--- src/rtl/serial_byte_subtractor.sv ---
// serial_byte_subtractor
// Computes diff = a - b one byte per clock, least-significant byte first,
// with one 8-bit subtract slice reused across all bytes. A registered borrow
// links each byte to the next. Operands enter through a valid/ready handshake
// in IDLE. The result is held under valid/ready in DONE until it is taken.
module serial_byte_subtractor #(
    parameter int NBYTES = 4,
    parameter int BW     = 8
) (
    input  logic                 clk,
    input  logic                 rst_n,
    input  logic                 in_valid,
    output logic                 in_ready,
    input  logic [BW*NBYTES-1:0] a,
    input  logic [BW*NBYTES-1:0] b,
    output logic                 out_valid,
    input  logic                 out_ready,
    output logic [BW*NBYTES-1:0] diff,
    output logic                 bout,
    output logic                 ovf,
    output logic                 busy
);

    localparam int W    = BW * NBYTES;
    localparam int IDXW = (NBYTES > 1) ? $clog2(NBYTES) : 1;
    localparam logic [IDXW-1:0] LAST_IDX = IDXW'(NBYTES - 1);

    typedef enum logic [1:0] {
        ST_IDLE,
        ST_CALC,
        ST_DONE
    } state_t;

    state_t          state_reg;
    logic [W-1:0]    a_reg;
    logic [W-1:0]    b_reg;
    logic [W-1:0]    diff_reg;
    logic [W-1:0]    diff_next;
    logic [IDXW-1:0] idx_reg;
    logic            borrow_reg;
    logic            bout_reg;
    logic            ovf_reg;
    logic            out_valid_reg;

    logic [BW-1:0]   a_byte [NBYTES];
    logic [BW-1:0]   b_byte [NBYTES];
    logic [BW-1:0]   a_sel;
    logic [BW-1:0]   b_sel;
    logic [BW:0]     sub_full;
    logic [BW-1:0]   sub_d;
    logic            sub_br;
    logic            ovf_next;

    // Split the latched operands into byte lanes, and build the next diff
    // word by replacing only the lane addressed by the byte index.
    generate
        for (genvar gi = 0; gi < NBYTES; gi++) begin : g_lane
            assign a_byte[gi] = a_reg[gi*BW +: BW];
            assign b_byte[gi] = b_reg[gi*BW +: BW];
            assign diff_next[gi*BW +: BW] =
                (idx_reg == IDXW'(gi)) ? sub_d : diff_reg[gi*BW +: BW];
        end
    endgenerate

    // Shared byte slice: 9-bit subtract, bit BW is the borrow out of this byte.
    assign a_sel    = a_byte[idx_reg];
    assign b_sel    = b_byte[idx_reg];
    assign sub_full = {1'b0, a_sel} - {1'b0, b_sel} - {{BW{1'b0}}, borrow_reg};
    assign sub_d    = sub_full[BW-1:0];
    assign sub_br   = sub_full[BW];

    // Signed overflow: operand signs differ and the result sign differs from a.
    // sub_d is the top byte only when the last index is being processed.
    assign ovf_next = (a_reg[W-1] ^ b_reg[W-1]) & (a_reg[W-1] ^ sub_d[BW-1]);

    // Control FSM plus datapath registers: accept, one byte per CALC edge, hold in DONE.
    always_ff @(posedge clk or negedge rst_n) begin
        if (!rst_n) begin
            state_reg     <= ST_IDLE;
            a_reg         <= '0;
            b_reg         <= '0;
            diff_reg      <= '0;
            idx_reg       <= '0;
            borrow_reg    <= 1'b0;
            bout_reg      <= 1'b0;
            ovf_reg       <= 1'b0;
            out_valid_reg <= 1'b0;
        end else begin
            case (state_reg)
                ST_IDLE: begin
                    if (in_valid) begin
                        a_reg      <= a;
                        b_reg      <= b;
                        idx_reg    <= '0;
                        borrow_reg <= 1'b0;
                        diff_reg   <= '0;
                        state_reg  <= ST_CALC;
                    end
                end
                ST_CALC: begin
                    diff_reg   <= diff_next;
                    borrow_reg <= sub_br;
                    idx_reg    <= idx_reg + 1'b1;
                    if (idx_reg == LAST_IDX) begin
                        bout_reg      <= sub_br;
                        ovf_reg       <= ovf_next;
                        out_valid_reg <= 1'b1;
                        state_reg     <= ST_DONE;
                    end
                end
                ST_DONE: begin
                    if (out_ready) begin
                        out_valid_reg <= 1'b0;
                        state_reg     <= ST_IDLE;
                    end
                end
                default: begin
                    out_valid_reg <= 1'b0;
                    state_reg     <= ST_IDLE;
                end
            endcase
        end
    end

    assign in_ready  = (state_reg == ST_IDLE);
    assign busy      = (state_reg == ST_CALC);
    assign out_valid = out_valid_reg;
    assign diff      = diff_reg;
    assign bout      = bout_reg;
    assign ovf       = ovf_reg;

endmodule

--- config.mk ---
export PLATFORM = sky130hd
export DESIGN_NAME = serial_byte_subtractor
export DESIGN_NICKNAME = d
export VERILOG_FILES = /design/src/rtl/serial_byte_subtractor.sv
export SDC_FILE = /design/constraint.sdc
export NUM_CORES = 1
export LEC_CHECK = 0
export BUFFER_PORTS_ARGS = -buffer_cell sky130_fd_sc_hd__buf_2
export CORE_MARGIN = 5
export CORE_UTILIZATION = 58
export CTS_CLUSTER_SIZE = 30
export DETAILED_ROUTE_END_ITERATION = 8
export PLACE_DENSITY = 0.85
export SYNTH_ARGS = -nofsm -noshare
export SYNTH_HDL_FRONTEND = slang
export SYNTH_SLANG_ARGS = --single-unit
--- constraint.sdc ---
create_clock -name clk -period 5.6 [get_ports clk]
set_clock_uncertainty 0.15 [all_clocks]
set_input_delay 0.56 -clock clk [delete_from_list [all_inputs] [get_ports clk]]
set_output_delay 0.56 -clock clk [all_outputs]
set_load 0.005 [all_outputs]
==> qor.log <==
qor: status.status finished clean
qor: cells_and_area.drive_above_1_share 23.0%
qor: synthesis.postSynthCellCount 490
qor: cells_and_area.multiInputGateArea 2030 µm²
qor: cts.clk_path_buf_depth 2
qor: floorplan.die_area 10200 µm²
qor: cts.path_clk_slew 0.11 ns
qor: routing.met2_length 5530 µm
qor: min_path.holdCritPathClass input pin to async pin
qor: cts.cts.sinks 104
qor: floorplan.floorplan_core_area 8130 µm²
qor: job.total_of_max_cap_violations 0
qor: cts.cts_tree built
qor: critical_path.cp_cell_sequence mux4_2 -> fa_1 -> ha_1 -> and2_1 -> a221o_1 -> a221oi_2 -> xnor2_1 -> nor3b_2 -> a21oi_1 -> o21ai_1
qor: timing.slew_headroom 21.6%
qor: routing.wl_met1 4760 µm
qor: timing.max_freq 0.239 GHz
qor: routing.detail_route.iter0.violations 191
qor: synthesis.synth-seq-area-share 54.0%
qor: cells_and_area.layout.filler_cells 597
qor: placement.hpwl 7930 µm
qor: placement.port_buffers 104
qor: cts.cts_made_buffers 9
qor: synthesis.post_synth_instance_area 4820 µm²
qor: timing.grt_setup_unrepaired false
qor: cts.worst_skew_pair.late_latency 0.38 ns
qor: critical_path.timing.rr.start idx_reg[0]$_DFFE_PN0P_
qor: synthesis.synth.area.top_cells dfrtp_1, nand2_1, mux4_1, ha_1, mux4_2
qor: cells_and_area.fin_nets 668
qor: grt.grt_pass1_vias 3872
qor: cells_and_area.seqCellArea 2600 µm²
qor: critical_path.critical_path_arrival 4.28 ns
qor: grt.grt_util_all_layers 23.4%
qor: routing.detail_route.wirelength 11200 µm
qor: critical_path.worst-endpoint-required 5.70 ns
qor: synthesis.yosysWarningCount 0
qor: timing.finalSetupViolations 0
qor: synthesis.synth_seq_cells 104
qor: critical_path.critPathLaunchType register
qor: critical_path.worstRegToRegCells 10
qor: timing.timing_max_transition_violations_final 0
qor: critical_path.worst_path_max_fanout 21
qor: synthesis.synth_nets 576
qor: grt.grt_max_degree 72
qor: cts.cts-root-buf clkbuf_8
qor: critical_path.worst_path_max_delay_cell dfrtp_1
qor: timing.max_slew.worst_pin.slew 1.17 ns
qor: cts.post_cts_sizing 0
qor: timing.period_share 74.6%
qor: routing.met3WireLength 715 µm
qor: timing.period_needed 4.18 ns
qor: routing.first_pass_iters 4
qor: floorplan.ios 105
qor: floorplan.fp.dieH 101 µm
qor: grt.grt_pass1_wl 18700 µm
qor: cells_and_area.area_growth 16.6%
qor: synthesis.netlist-cell-type-count 32
qor: routing.highest-signal-layer met4
qor: placement.pre_cts_slack 1.47 ns
qor: timing.report.final.hold_viol_count 0
qor: routing.drt-wirelength-per-cell 16.2 µm
qor: critical_path.worst_setup_path_end_kind register
qor: cells_and_area.antenna_cells_inserted 0
qor: synthesis.post_synth.cell_area_avg 9.83 µm²
qor: timing.totalNegativeSetupSlack 0 ns
qor: synthesis.synthDominantAreaCellType dfrtp_1
qor: routing.route.antenna.remaining_nets 0
qor: critical_path.capture_instance_of_the_worst_register_to_register_path ovf$_DFFE_PN0P_
qor: routing.drt_drc_violations_left 0
qor: critical_path.crit_type register to register
qor: critical_path.ff2ff_setup_slack 1.42 ns
qor: cts.ctsHoldBuffers 0
qor: grt.global_route.overflow_total 0
qor: timing.finalWorstSetupSlack 1.42 ns
qor: cells_and_area.finish.utilization 69.0%
qor: synthesis.yosys.area.top_type_share 54.0%
qor: cts.cts.repair_timing.setup_buffer_count 0
qor: floorplan.placementRows 33
qor: floorplan.initial_core_util 59.2%
qor: placement.place.gp.congestion 0.926
qor: routing.viasPerCell 5.39
qor: grt.number_of_antenna_violations_at_the_first_check_in_global_routing 0
qor: routing.route.vias.total 3732
qor: cells_and_area.final_cell_count_no_fill 692
qor: critical_path.critical_path.max_stage_delay 1.06 ns
qor: cts.clock_tree.htree_level_count 3
qor: floorplan.floorplan.die.width 101 µm
qor: placement.dpl.cell_count 676
[metrics by stage]
stage,hold WS [ns],instance area (µm²)
final,0.0190,5610
after global routing,0.0762,5610
after detailed placement,0.309,5390
after global placement,0.299,5390
after floorplan,0.114,4820
after CTS,0.0358,5610
[routing by layer]
layer	vias up	global-route usage [%]
met1	1797	31.1
met5	-	0
li1	1780	-
met2	130	39.1
met3	25	4.57
met4	0	7.06
[Yosys cell counts, drive strengths merged]
cell      n
a21o      1
nand3     2
nor2      7
fa        2
ha       16
o31ai     2
clkbuf   20
nand2b    4
a221oi    1
nor3b     1
and2      6
and3      1
a211oi    1
inv      23
o21bai    2
buf       5
nand2   219
o22a      3
mux2      1
mux4     16
o21a      3
xnor2     5
nor2b     1
dfrtp   104
o21ai    21
xor2      2
a22o     14
a221o     1
a21oi     6
[cells by family (layout without fill, tap and decap cells)]
kind of cell,count (synthesis),in the layout,share of synthesized area [%]
muxes,17,17,8.34
AOI/OAI and AO/OA,55,55,7.82
DFF,104,104,54.0
xor gates and xnor gates,7,7,1.27
adders and majority gates,18,18,4.99
and+or+nand+nor,241,241,19.6
buffers and inverters,48,145,3.90
[placed cells by master, fill, tap and decap left out, drive strengths merged]
cell / n
nor3b: 1
mux2: 1
o21bai: 2
a22o: 14
ha: 16
clkbuf: 9
nor2: 7
dfrtp: 104
a211oi: 1
and2: 6
inv: 25
a21o: 1
a21oi: 6
and3: 1
nand3: 2
o21a: 3
o21ai: 21
clkinv: 3
fa: 2
o22a: 3
mux4: 16
nand2: 219
a221o: 1
bufinv: 2
o31ai: 2
buf: 106
a221oi: 1
xnor2: 5
xor2: 2
nand2b: 4
nor2b: 1
[layout make-up]
type	count	share of cell area (%)
Clock buffer	9	2.21
Clock inverter	7	1.83
Inverter	23	1.54
Multi-Input combinational cell	338	36.1
Sequential cell	104	46.4
Tap cell	105	2.34
Timing Repair Buffer	106	9.58
[worst max-delay path by stage]
stage                                 from                   end  slack (ns)
floorplan           idx_reg[0]$_DFFE_PN0P_       ovf$_DFFE_PN0P_        1.81
CTS                 idx_reg[0]$_DFFE_PN0P_       ovf$_DFFE_PN0P_        1.37
finish              idx_reg[0]$_DFFE_PN0P_       ovf$_DFFE_PN0P_        1.42
detailed placement  idx_reg[0]$_DFFE_PN0P_       ovf$_DFFE_PN0P_        1.47
global route        idx_reg[0]$_DFFE_PN0P_  diff[21]$_DFFE_PN0P_        1.18
global placement    idx_reg[0]$_DFFE_PN0P_       ovf$_DFFE_PN0P_        1.54
[worst max-delay path, delay by kind of cell, from the launching register on]
| family | cells | cell delay, ns |
|---|---|---|
| fa+ha+maj | 2 | 0.74 |
| simple gates | 2 | 0.26 |
| flops | 1 | 1.06 |
| compound gates | 4 | 0.85 |
| mux | 1 | 0.62 |
| xor+xnor | 1 | 0.36 |
Power is left out: the tool's default activity adds up to more than one toggle a clock period on the data nets, which glitch-free logic cannot reach.
